`src/rtl/ipdc_feeder_if.sv`:
```
// ipdc_feeder_if: command, source-pixel and ipdc-side handshakes of the feeder.
// Signal names are given from the feeder's point of view (i_* into it, o_* out).
interface ipdc_feeder_if #(
    parameter int DATA_W = 24
);
    logic              i_cmd_valid;
    logic [2:0]        i_cmd_mode;
    logic              o_cmd_ready;
    logic              i_pix_valid;
    logic [DATA_W-1:0] i_pix_data;
    logic              o_pix_ready;
    logic              i_ipdc_ready;
    logic              o_op_valid;
    logic [2:0]        o_op_mode;
    logic              o_in_valid;
    logic [DATA_W-1:0] o_in_data;
    logic              o_done;

    // Environment side: issues commands, supplies pixels, reports ipdc status.
    modport master (
        output i_cmd_valid, i_cmd_mode, i_pix_valid, i_pix_data, i_ipdc_ready,
        input  o_cmd_ready, o_pix_ready, o_op_valid, o_op_mode, o_in_valid, o_in_data, o_done
    );

    // Feeder side.
    modport slave (
        input  i_cmd_valid, i_cmd_mode, i_pix_valid, i_pix_data, i_ipdc_ready,
        output o_cmd_ready, o_pix_ready, o_op_valid, o_op_mode, o_in_valid, o_in_data, o_done
    );
endinterface

```
`src/rtl/ipdc_feeder.sv`:
```
// ipdc_feeder: sequences commands into ipdc. A load command first buffers a
// whole image from a gappy source, then issues the op and streams the image
// back-to-back; every command finishes by waiting for ipdc to go idle again.
module ipdc_feeder #(
    parameter int         IMG_PIX   = 64,
    parameter int         DATA_W    = 24,
    parameter int         HOLDOFF   = 2,
    parameter logic [2:0] LOAD_MODE = 3'd0
) (
    input logic          i_clk,
    input logic          i_rst,
    ipdc_feeder_if.slave bus
);
    localparam int               CNT_W    = $clog2(IMG_PIX);
    localparam int               HO_W     = $clog2(HOLDOFF + 2);
    localparam logic [CNT_W-1:0] CNT_LAST = CNT_W'(IMG_PIX - 1);
    localparam logic [HO_W-1:0]  HO_LAST  = HO_W'(HOLDOFF);

    // DONE is the cycle o_done is high; it keeps o_cmd_ready low for that cycle
    // so the next command is taken the cycle after the completion pulse.
    typedef enum logic [2:0] {IDLE, FILL, ISSUE, STREAM, BUSY, DONE} state_t;

    state_t            state_q, state_d;
    logic [2:0]        mode_q, mode_d;
    logic [CNT_W-1:0]  cnt_q, cnt_d;
    logic [HO_W-1:0]   ho_q, ho_d;
    logic              op_valid_q, op_valid_d;
    logic [2:0]        op_mode_q, op_mode_d;
    logic              in_valid_q, in_valid_d;
    logic [DATA_W-1:0] in_data_q, in_data_d;
    logic              done_q, done_d;
    logic              pix_we;

    // Image store; never reset, contents are only read after a full fill.
    logic [DATA_W-1:0] pix_buf [IMG_PIX];

    // Ready flags come straight from the state register; held low in reset.
    assign bus.o_cmd_ready = (state_q == IDLE) && !i_rst;
    assign bus.o_pix_ready = (state_q == FILL);
    assign bus.o_op_valid  = op_valid_q;
    assign bus.o_op_mode   = op_mode_q;
    assign bus.o_in_valid  = in_valid_q;
    assign bus.o_in_data   = in_data_q;
    assign bus.o_done      = done_q;

    // Next-state and registered-output decode.
    always_comb begin
        state_d    = state_q;
        mode_d     = mode_q;
        cnt_d      = cnt_q;
        ho_d       = ho_q;
        op_valid_d = 1'b0;
        op_mode_d  = '0;
        in_valid_d = 1'b0;
        in_data_d  = '0;
        done_d     = 1'b0;
        pix_we     = 1'b0;
        unique case (state_q)
            IDLE: begin
                if (bus.i_cmd_valid) begin
                    mode_d  = bus.i_cmd_mode;
                    cnt_d   = '0;
                    state_d = (bus.i_cmd_mode == LOAD_MODE) ? FILL : ISSUE;
                end
            end
            FILL: begin
                if (bus.i_pix_valid) begin
                    pix_we = 1'b1;
                    cnt_d  = cnt_q + 1'b1;
                    if (cnt_q == CNT_LAST) state_d = ISSUE;
                end
            end
            ISSUE: begin
                if (bus.i_ipdc_ready) begin
                    op_valid_d = 1'b1;
                    op_mode_d  = mode_q;
                    cnt_d      = '0;
                    ho_d       = '0;
                    state_d    = (mode_q == LOAD_MODE) ? STREAM : BUSY;
                end
            end
            STREAM: begin
                in_valid_d = 1'b1;
                in_data_d  = pix_buf[cnt_q];
                cnt_d      = cnt_q + 1'b1;
                if (cnt_q == CNT_LAST) state_d = BUSY;
            end
            BUSY: begin
                // ipdc may still report ready right after the op; ignore it
                // until the holdoff has elapsed.
                if (ho_q != HO_LAST) begin
                    ho_d = ho_q + 1'b1;
                end else if (bus.i_ipdc_ready) begin
                    done_d  = 1'b1;
                    state_d = DONE;
                end
            end
            DONE:    state_d = IDLE;
            default: state_d = IDLE;
        endcase
    end

    // Control state and registered outputs.
    always_ff @(posedge i_clk or posedge i_rst) begin
        if (i_rst) begin
            state_q    <= IDLE;
            mode_q     <= '0;
            cnt_q      <= '0;
            ho_q       <= '0;
            op_valid_q <= 1'b0;
            op_mode_q  <= '0;
            in_valid_q <= 1'b0;
            in_data_q  <= '0;
            done_q     <= 1'b0;
        end else begin
            state_q    <= state_d;
            mode_q     <= mode_d;
            cnt_q      <= cnt_d;
            ho_q       <= ho_d;
            op_valid_q <= op_valid_d;
            op_mode_q  <= op_mode_d;
            in_valid_q <= in_valid_d;
            in_data_q  <= in_data_d;
            done_q     <= done_d;
        end
    end

    // Image buffer write during FILL.
    always_ff @(posedge i_clk) begin
        if (pix_we) pix_buf[cnt_q] <= bus.i_pix_data;
    end
endmodule

```
`src/flat_wrapper.sv`:
```
// flat-port wrapper written by rule: the top's interface ports become plain ports
module ipdc_feeder_flat 
#(
    parameter int         IMG_PIX   = 64,
    parameter int         DATA_W    = 24,
    parameter int         HOLDOFF   = 2,
    parameter logic [2:0] LOAD_MODE = 3'd0
)
  (i_clk, i_rst, bus_i_cmd_valid, bus_i_cmd_mode, bus_i_pix_valid, bus_i_pix_data, bus_i_ipdc_ready, bus_o_cmd_ready, bus_o_pix_ready, bus_o_op_valid, bus_o_op_mode, bus_o_in_valid, bus_o_in_data, bus_o_done);
  ipdc_feeder_if #(.DATA_W(DATA_W)) bus_i ();
  input logic i_clk;
  input logic i_rst;
  input wire logic [$bits(bus_i.i_cmd_valid)-1:0] bus_i_cmd_valid;
  input wire logic [$bits(bus_i.i_cmd_mode)-1:0] bus_i_cmd_mode;
  input wire logic [$bits(bus_i.i_pix_valid)-1:0] bus_i_pix_valid;
  input wire logic [$bits(bus_i.i_pix_data)-1:0] bus_i_pix_data;
  input wire logic [$bits(bus_i.i_ipdc_ready)-1:0] bus_i_ipdc_ready;
  output wire logic [$bits(bus_i.o_cmd_ready)-1:0] bus_o_cmd_ready;
  output wire logic [$bits(bus_i.o_pix_ready)-1:0] bus_o_pix_ready;
  output wire logic [$bits(bus_i.o_op_valid)-1:0] bus_o_op_valid;
  output wire logic [$bits(bus_i.o_op_mode)-1:0] bus_o_op_mode;
  output wire logic [$bits(bus_i.o_in_valid)-1:0] bus_o_in_valid;
  output wire logic [$bits(bus_i.o_in_data)-1:0] bus_o_in_data;
  output wire logic [$bits(bus_i.o_done)-1:0] bus_o_done;
  assign bus_i.i_cmd_valid = bus_i_cmd_valid;
  assign bus_i.i_cmd_mode = bus_i_cmd_mode;
  assign bus_i.i_pix_valid = bus_i_pix_valid;
  assign bus_i.i_pix_data = bus_i_pix_data;
  assign bus_i.i_ipdc_ready = bus_i_ipdc_ready;
  assign bus_o_cmd_ready = bus_i.o_cmd_ready;
  assign bus_o_pix_ready = bus_i.o_pix_ready;
  assign bus_o_op_valid = bus_i.o_op_valid;
  assign bus_o_op_mode = bus_i.o_op_mode;
  assign bus_o_in_valid = bus_i.o_in_valid;
  assign bus_o_in_data = bus_i.o_in_data;
  assign bus_o_done = bus_i.o_done;
  ipdc_feeder #(.IMG_PIX(IMG_PIX), .DATA_W(DATA_W), .HOLDOFF(HOLDOFF), .LOAD_MODE(LOAD_MODE)) u_core (.i_clk(i_clk), .i_rst(i_rst), .bus(bus_i));
endmodule
```
`config.mk`:
```
export PLATFORM = sky130hd
export DESIGN_NAME = ipdc_feeder_flat
export DESIGN_NICKNAME = d
export VERILOG_FILES = /design/src/rtl/ipdc_feeder_if.sv /design/src/rtl/ipdc_feeder.sv /design/src/flat_wrapper.sv
export SDC_FILE = /design/constraint.sdc
export NUM_CORES = 1
export LEC_CHECK = 0
export ABC_CLOCK_PERIOD_IN_PS = 3700
export CAP_MARGIN = 20
export CORE_AREA = 2 2 349 351
export CTS_CLUSTER_SIZE = 8
export DETAILED_ROUTE_END_ITERATION = 16
export DIE_AREA = 0 0 351 353
export HOLD_SLACK_MARGIN = 0.1
export PLACE_DENSITY = 0.71
export SLEW_MARGIN = 10
export SYNTH_ARGS = -nofsm -noshare
export SYNTH_HDL_FRONTEND = slang
export SYNTH_SLANG_ARGS = --single-unit
```
`constraint.sdc`:
```
create_clock -name i_clk -period 3.7 [get_ports i_clk]
set_input_delay 0.37 -clock i_clk [delete_from_list [all_inputs] [get_ports i_clk]]
set_output_delay 0.37 -clock i_clk [all_outputs]
set_load 0.05 [all_outputs]
```
## After elaboration in Yosys (flattened, before gate mapping)

Memories as Yosys holds them, arrays and structs flattened.
Index checks and enable logic that the tools add are counted.

| cells by class | value |
|---|---|
| bitwise gates (word level) | 0 |
| div/mod/pow operators | 0 |
| magnitude comparators | 0 |
| shift operators | 0 |
| add/sub/neg operators | 2 |
| reductions and logical operators | 11 |
| mux-type cells | 29 |
| multiply operators | 0 |
| eq/ne operators | 14 |

Operators by type and width:

| cell | number |
|---|---|
| $mux 3 | 10 |
| $mux 24 | 1 |
| $pmux 6 s4 | 1 |
| $mux 6 | 3 |
| $pmux 3 s5 | 1 |
| $ne 2x2->1 const B | 6 |
| $logic_not 3->1 | 3 |
| $mux 1 | 9 |
| $reduce_and 7->1 | 1 |
| $add 6x1->6 const B | 1 |
| $eq 3x2->1 const B | 2 |
| $eq 6x6->1 const B | 1 |
| $mux 2 | 3 |
| $ne 2x1->1 const B | 3 |
| $pmux 2 s2 | 1 |
| $reduce_and 4->1 | 1 |
| $reduce_bool 4->1 | 1 |
| $eq 3x1->1 const B | 1 |
| $eq 3x3->1 const B | 1 |
| $reduce_and 3->1 | 1 |
| $add 2x1->2 const B | 1 |
| $reduce_and 2->1 | 1 |
| $reduce_bool 2->1 | 1 |
| $logic_and 1x1->1 | 1 |
| $logic_not 1->1 | 1 |

| word-level totals | value |
|---|---|
| memories kept | 1 |
| latch bits | 0 |
| ROM bits | 0 |
| RAM bits | 1536 |
| flip-flop bits (word level) | 44 |
| input port bits | 32 |
| word-level logic and storage cells | 66 |

Memory list:

| memory | words | width | rd ports | clocked after Yosys merged registers in | write ports | RTL line | text |
|---|---|---|---|---|---|---|---|
| u_core.pix_buf | 64 | 24 | 1 | 0 | 1 | ipdc_feeder.sv:35 | `logic [DATA_W-1:0] pix_buf [IMG_PIX];` |

## Depth between registers and ports, before layout

Gate-level depths: netlist of run 1.

| logic depth | value |
|---|---|
| word-level depth | 4 |
| mapped depth | 9 |
| depth with buffers taken out | 6 |

## Least setup slack after synthesis of run 1

OpenSTA, ideal clock, no wires.

| timing path | value |
|---|---|
| path kind | register to register |
| from | register u_core.state_q[0] |
| to | memory u_core.pix_buf[17][0] (enable) |
| data arrival time | 3387 ps |
| cell stages (with the launch flop) | 7 |
| library setup time | 405 ps |
| path slack | -92 ps |
| path buffers | 2 |
| clock period less this slack | 3792 ps |
| required time | 3295 ps |
| path through | dfrtp_1 > clkbuf_1 > nor3b_1 > and2_1 > buf_2 > nand2_1 > nor2_1 |

| on the way | value |
|---|---|
| longest elaborated chain between the ends | 4 |

RTL lines:

| what | RTL line | text |
|---|---|---|
| start, declared | ipdc_feeder.sv:23 | `state_t state_q, state_d;` |
| start signal, assigned | ipdc_feeder.sv:116 | `state_q <= state_d;` |
| $eq 3x1->1 | - |  |
| net bus_o_pix_ready | flat_wrapper.sv:19 | `output wire logic [$bits(bus_i.o_pix_ready)-1:0] bus_o_pix_ready;` |
| $mux 1 | ipdc_feeder.sv:58 | `unique case (state_q)` |
| $mux 1 | ipdc_feeder.sv:130 | `if (pix_we) pix_buf[cnt_q] <= bus.i_pix_data;` |
| $mux 1 (implied by the code) | ipdc_feeder.sv:130 |  |
| end, declared | ipdc_feeder.sv:35 |  |

The timed path passes the listed nets, and every way through them passes these cells.

## Final worst setup path of run 1

| timing path | value |
|---|---|
| from | register u_core.cnt_q[0] |
| to | register u_core.in_data_q[10], in the netlist u_core.bus.o_in_data[10] |

| on the way | value |
|---|---|
| longest elaborated chain between the ends | 2 |

RTL lines:

| what | RTL line | text |
|---|---|---|
| start, declared | ipdc_feeder.sv:25 | `logic [CNT_W-1:0] cnt_q, cnt_d;` |
| start signal, assigned | ipdc_feeder.sv:118 | `cnt_q <= cnt_d;` |
| $mem_v2 64x24 | - |  |
| $mux 24 | ipdc_feeder.sv:58 |  |
| net u_core.in_data_d[10] | ipdc_feeder.sv:30 | `logic [DATA_W-1:0] in_data_q, in_data_d;` |
| end signal, assigned | ipdc_feeder.sv:123 | `in_data_q <= in_data_d;` |
| end, declared | ipdc_feeder.sv:30 |  |

The timed path passes the listed nets, and every way through them passes these cells.
A chain may end at the register's enable or synchronous reset.

==> flow_summary.ini, run 1 <==
[yosys]
yosysSeqAreaShare_pct = 78.94
ys_types = 52
synth_compound_area_share_pct = 6.528
synthXorXnorAreaFrac_pct = 0
synth_mux_area_share_pct = 11.00
synth_flop_cell = edfxtp_1
synth_top_family_by_area = multiplexers
synth_simple_gate_area_share_pct = 1.845
synthAdderAreaFrac_pct = 0.04183
synth_edf_count = 1536
avgSynthCellArea_um2 = 20.63
ys_warn_count = 0
synth.net_count = 2934
async_flop_share_pct = 2.785
synth_cells = 2900
ys_seq_elements = 1580
synthesis.area_um2 = 59820

[setup_path]
cp-endpoint = u_core.bus.o_in_data[10]
end_kind = register
path_cells = buf_12 > mux4_2 > mux2i_1 > o22ai_1 > nor3_1 > a31oi_1
cp_num_cells = 6
rr_worst_depth = 6
start_kind = register
path_max_fanout = 33
critPathKind = reg -> reg
path_delay_family = multiplexers
startpoint = u_core.cnt_q[0]
r2r-start = u_core.cnt_q[0]
rrSetupSlack_ps = 180
slowest_delay_ps = 740
crit_required_ps = 4320
cp_slowest_cell = nor3_1
cp.arrival_ps = 4140
rr_endpoint = u_core.bus.o_in_data[10]
worst-path-buf-inv = 1

[global_routing]
grt_pass1_vias = 31580
grt_util_met2_pct = 38.57
grt-busiest-layer = met2
grt_max_degree = 91
track_usage_pct = 24.46
grt_overflow = 0
grt_first_pass_wirelength_um = 218200
grt_use_met1_pct = 33.18
antenna_found_initial = 6
grt.met3_usage_pct = 6.031

[power_and_ir_drop]
total_power_mw = 42.94
p_leak_nw = 22.20
p_sw_mw = 10.26
combPwrFrac_pct = 13.2
swShare_pct = 23.88
power_frac_clock_pct = 40.4
p_per_area_nw_per_um2 = 617.4
ir_drop_mv = 0.4284
seq_power_share_pct = 46.4
power.internal_mw = 32.69

[clock_network]
cts_root_buf = clkbuf_16
cts_tree = built
ctsLongestPathBuffers = 3
numCtsBuffers = 215
htreeDepth = 4
cts.sinks = 1580
path_clk_slew_ps = 50
clock_latency_ps = 800

[die]
num_rows = 128
core_um2 = 120600
die_area_um2 = 123900
fp.dieH_um = 353
die_w_um = 351
boundaryPins = 64
start_util_pct = 49.60

[drt]
routed_wl_um = 151800
drcViolationCount = 0
vias = 31540
drtIter0Drc = 4394
via_per_inst = 6.437
routedWlPerCell_um = 30.99
firstDrtPassIters = 6
ant_nets = 0

[sta]
worst_pin_slew_ps = 1044
finalWorstSetupSlack_ps = 179.2
setup_viol = 0
finClkSkew_ps = 38.51
slew_headroom_pct = 29.84
finalCritPeriodShare_pct = 95.16
finalMaxSlewViolations = 0
fmaxAchievable_mhz = 284.0
rsz0062_at_grt = false
period_minus_slack_ps = 3521
fin_tns_setup_ps = 0
hold_viol = 0

[placed_design]
portBuffers = 63
dp_slack_ps = -76.96
dpl.hpwl_um = 88400
gp_routability_congestion = 0.8461

[cells_and_area]
multiInputGateArea_um2 = 11830
fill_cells = 8378
area_growth_pct = 16.26
fin_util_pct = 57.67
seqCellArea_um2 = 47240
layout.nets = 3238
n_antenna_cell = 0
drive_gt1_share_pct = 23.89

[run_status]
status = complete, no violations

[run]
max_cap_viol_count = 0

[min_path]
hold_path_class = in -> reg
[Yosys cell counts (all sizes together) (3+ instances only)]
master / n / area, um^2
buf: 115 / 678.1
o211a: 21 / 210.2
o211ai: 24 / 180.2
a31oi: 29 / 181.4
nor3b: 5 / 47.54
dfrtp: 44 / 1101
and2: 7 / 43.80
and3: 3 / 18.77
edfxtp: 1536 / 46120
a221oi: 99 / 867.1
a211oi: 6 / 45.04
a22oi: 164 / 1231
a21o: 3 / 22.52
nor3: 26 / 130.1
mux4: 229 / 5157
nor4: 3 / 18.77
o221ai: 3 / 26.28
nor2b: 3 / 18.77
clkbuf: 73 / 274.0
inv: 8 / 30.03
a22o: 6 / 52.55
nand3b: 5 / 37.54
or2: 6 / 37.54
a311oi: 40 / 350.3
o21ai: 13 / 65.06
nand2: 36 / 135.1
o21a: 5 / 37.54
mux2: 9 / 101.4
nand2b: 3 / 18.77
o22ai: 26 / 162.7
nand3: 5 / 25.02
mux2i: 132 / 1321
and3b: 4 / 35.03
a21oi: 31 / 155.2
o22a: 30 / 262.8
nor2: 137 / 514.2
[routing by layer]
metal	part of all wire [%]	up-vias
li1	-	12800
met1	37	16520
met2	48	1976
met3	11	242
met4	3.5	0
met5	0	-
[worst register-to-register path: stages, from the launching register on]
cell and delay [ps]:
dfrtp_4 730, buf_12 360, mux4_2 570, mux2i_1 350
o22ai_1 330, nor3_1 740, a31oi_1 260
[state kept, by name, indices dropped and copies added (netlist names)]
name	flops
u_core.mode_q	3
u_core.bus.o_op_valid	1
u_core.cnt_q	6
u_core.state_q	3
u_core.ho_q	2
u_core.bus.o_done	1
u_core.pix_buf	1536
u_core.bus.o_op_mode	3
u_core.bus.o_in_data	24
u_core.bus.o_in_valid	1
[final cells by class]
class / instances / area share [%]
clock inverters: 13 / 0.2914
inverters: 8 / 0.05397
well taps: 1625 / 2.923
multi-input cells: 1124 / 17.01
flip-flops and latches: 1580 / 67.92
clock buffers: 274 / 8.146
repair buffers: 275 / 3.663
[worst min-delay path by stage]
stage,from,end,slack [ps],depth (start not counted)
global placement,u_core.ho_q[0],u_core.ho_q[0],470,1
detailed placement,u_core.ho_q[0],u_core.ho_q[0],490,1
finish,bus_i_pix_data[2],u_core.pix_buf[0][2],130,1
floorplan,u_core.ho_q[0],u_core.ho_q[0],460,1
CTS,bus_i_pix_data[22],u_core.pix_buf[37][22],110,1
global route,bus_i_pix_data[1],u_core.pix_buf[1][1],120,1
[power groups by stage]
| stage | clock (mW) | combinational (mW) | sequential [mW] |
|---|---|---|---|
| finish | 17.3 | 5.67 | 19.9 |
| global route | 18.2 | 5.95 | 19.9 |
| CTS | 17.5 | 5.67 | 19.9 |
| detailed placement | 0 | 5.62 | 20.3 |
| global placement | 0 | 5.46 | 20.3 |
| floorplan | 0 | 3.68 | 20.3 |
[stage by stage]
stage          std cells  instance area [um^2]  hold slack, ps
6_report            4899                 69550           130.7
5_1_grt             4899                 69550           124.8
4_1_cts             4899                 69540           110.6
3_5_place_dp        4603                 63570           487.5
3_3_place_gp        4596                 63500           474.0
2_1_floorplan       2900                 59830           456.7
[repair_timing]
item	4_1_cts	5_1_grt
setup buffers	0	0
endpoints found under the setup margin	2	1
resized for setup	2	1
hold buffers	9	0
endpoints found under the hold margin	140	0
cloned	0	0
[cells by family (layout without fill, tap and decap cells)]
logic type      after synthesis  in the layout
flops                      1580           1580
compound gates              506            506
mux                         370            370
simple gates                246            246
buf+inv                     196            570
fa+ha+maj                     2              2
[cells in the final DEF (no fill, tap or decap), types with 4 or more instances in the layout]
cell type	n
o21a_1	5
a22o_1	6
o211a_1	21
o211ai_1	24
nor3_2	4
mux4_2	229
nand3_1	5
a221oi_1	99
buf_2	20
clkbuf_1	56
nor3_1	22
a311oi_1	40
nor2_1	72
a22oi_1	164
mux2i_1	132
o21ai_0	13
nand2_1	36
clkdlybuf4s50_1	39
dlygate4sd3_1	9
a211oi_1	6
and2_1	5
clkbuf_16	218
nor3b_2	4
a31oi_1	29
edfxtp_1	1536
dfrtp_1	41
nor2_2	64
mux2_2	9
inv_1	6
buf_4	174
a21oi_1	31
o22ai_1	26
o22a_1	30
and3b_1	4
or2_2	6
buf_12	33
nand3b_1	5
Note: power is estimated with default switching activity, not from simulation.
==> run 2, diff against run 1 <==
Settings changed: CTS_BUF_LIST set to sky130_fd_sc_hd__clkbuf_2 sky130_fd_sc_hd__clkbuf_4 sky130_fd_sc_hd__clkbuf_8.
==> flow_summary.ini, run 2 (same netlist as run 1, synthesis figures left out) <==
[run_status]
status = complete, no violations

[global_routing]
track_usage_pct = 24.22
grt_first_pass_wirelength_um = 216800
grt_overflow = 0
antenna_found_initial = 8
grt_max_degree = 91
grt_pass1_vias = 31630

[sta]
finClkSkew_ps = 72.51
rsz0062_at_grt = false
setup_viol = 0
hold_viol = 0
fmaxAchievable_mhz = 282.0
finalCritPeriodShare_pct = 95.84
period_minus_slack_ps = 3546
slew_headroom_pct = 29.12
worst_pin_slew_ps = 1055
fin_tns_setup_ps = 0
finalMaxSlewViolations = 0
fin_hold_ws_ps = 176.2

[clock_network]
path_clk_slew_ps = 70
cts_root_buf = clkbuf_8
cts.sinks = 1580
post_cts_buffers = 0
htreeDepth = 4
ctsLongestPathBuffers = 3
cts_tree = built
numCtsBuffers = 233
clock_latency_ps = 920

[die]
boundaryPins = 64
num_rows = 128
start_util_pct = 49.60
core_um2 = 120600
die_area_um2 = 123900
fp.dieH_um = 353
die_w_um = 351

[cells_and_area]
seqCellArea_um2 = 47240
area_growth_pct = 14.02
final_cells = 5015
largest_register_ff_count = 1536
multiInputGateArea_um2 = 11830
final_cell_mix = edfxtp_1 (1536), clkbuf_8 (241), mux4_2 (229), buf_4 (173), a22oi_1 (164)
regMostFlops = u_core.pix_buf
drive_gt1_share_pct = 26.91
final_cell_area_um2 = 68210
layout.nets = 3274
fill_cells = 8597
layout_commonest_cell = edfxtp_1

[setup_path]
start_kind = register
path_max_fanout = 34
critPathKind = reg -> reg
cp.arrival_ps = 4300
slowest_delay_ps = 830
crit_top_cell = buf_12
crit_required_ps = 4460
end_kind = register
cp_slowest_cell = nor3_1
path_cells = buf_12 > buf_12 > mux4_2 > mux2i_1 > o22ai_1 > nor3_1 > a31oi_1

[placed_design]
dpl.hpwl_um = 88400
dp_cells = 4603
gp_routability_congestion = 0.8461
placed_area_um2 = 63570
portBuffers = 63

[drt]
vias = 31560
ant_nets = 0
routedWlPerCell_um = 29.94
via_per_inst = 6.292
drtIter0Drc = 4156
drcViolationCount = 0
firstDrtPassIters = 5
routed_wl_um = 150200

[power_and_ir_drop]
ir_drop_mv = 0.2823
total_power_mw = 38.83
p_leak_nw = 21.74
p_per_area_nw_per_um2 = 569.2

[run]
max_cap_viol_count = 0

[min_path]
hold_path_class = in -> reg
==> run 2: timing repair <==
item	CTS	global route
gates resized for setup	2	1
hold buffers	22	4
endpoints found under the setup margin	2	1
hold endpoints to repair	508	97
==> run 2: path summary, 6_finish.rpt <==
check | to | startpoint | cells after the start | slack, ps
hold / removal | u_core.mode_q[1] | bus_i_cmd_mode[1] | 2 | 180
setup / recovery | u_core.bus.o_in_data[2] | u_core.cnt_q[0] | 7 | 150
setup reg to reg | u_core.bus.o_in_data[2] | u_core.cnt_q[0] | 7 | 150
max in group asynchronous | u_core.bus.o_in_data[3] | i_rst | 4 | 2320
min in group asynchronous | u_core.bus.o_in_data[0] | i_rst | 3 | 500
hold reg to reg | u_core.ho_q[0] | u_core.ho_q[0] | 1 | 520
==> run 2: report_power, final <==
group / switching, mW / leakage, nW / internal [mW] / total [mW]
Clock: 6.23 / 2.30 / 7.04 / 13.3
Sequential: 0.163 / 14.4 / 19.7 / 19.9
Combinational: 3.23 / 5.04 / 2.43 / 5.66
==> run 2: per-layer routing <==
metal | wire length [um] | global-route usage [%] | vias to the layer above
met1 | 57050 | 33.48 | 16400
li1 | - | - | 12910
met2 | 71690 | 37.74 | 1957
met3 | 15550 | 5.183 | 281
met4 | 5831 | 9.966 | 6
met5 | 37 | 0 | -
==> run 2: area by class of cell <==
class                   count  area share (%)
flip-flops and latches   1580           69.25
repair buffers            293           4.010
diodes                      1        0.003669
clock inverters            41          0.3742
well taps                1625           2.981
inverters                   8         0.05503
multi-input cells        1124           17.34
clock buffers             343           5.985
==> run 2: stage by stage <==
stage | util (%) | setup slack (ps)
global placement | 52.66 | -221.9
global route | 56.56 | 32.27
CTS | 56.50 | 11.08
detailed placement | 52.71 | -76.96
finish | 56.56 | 154.1
floorplan | - | 437.8
==> run 2: worst max-delay path: cells and delay by family (launching register included) <==
kind	cells	cell delay (ps)
mux	2	710
buf+inv	2	650
compound gates	2	370
simple gates	1	830
flops	1	750
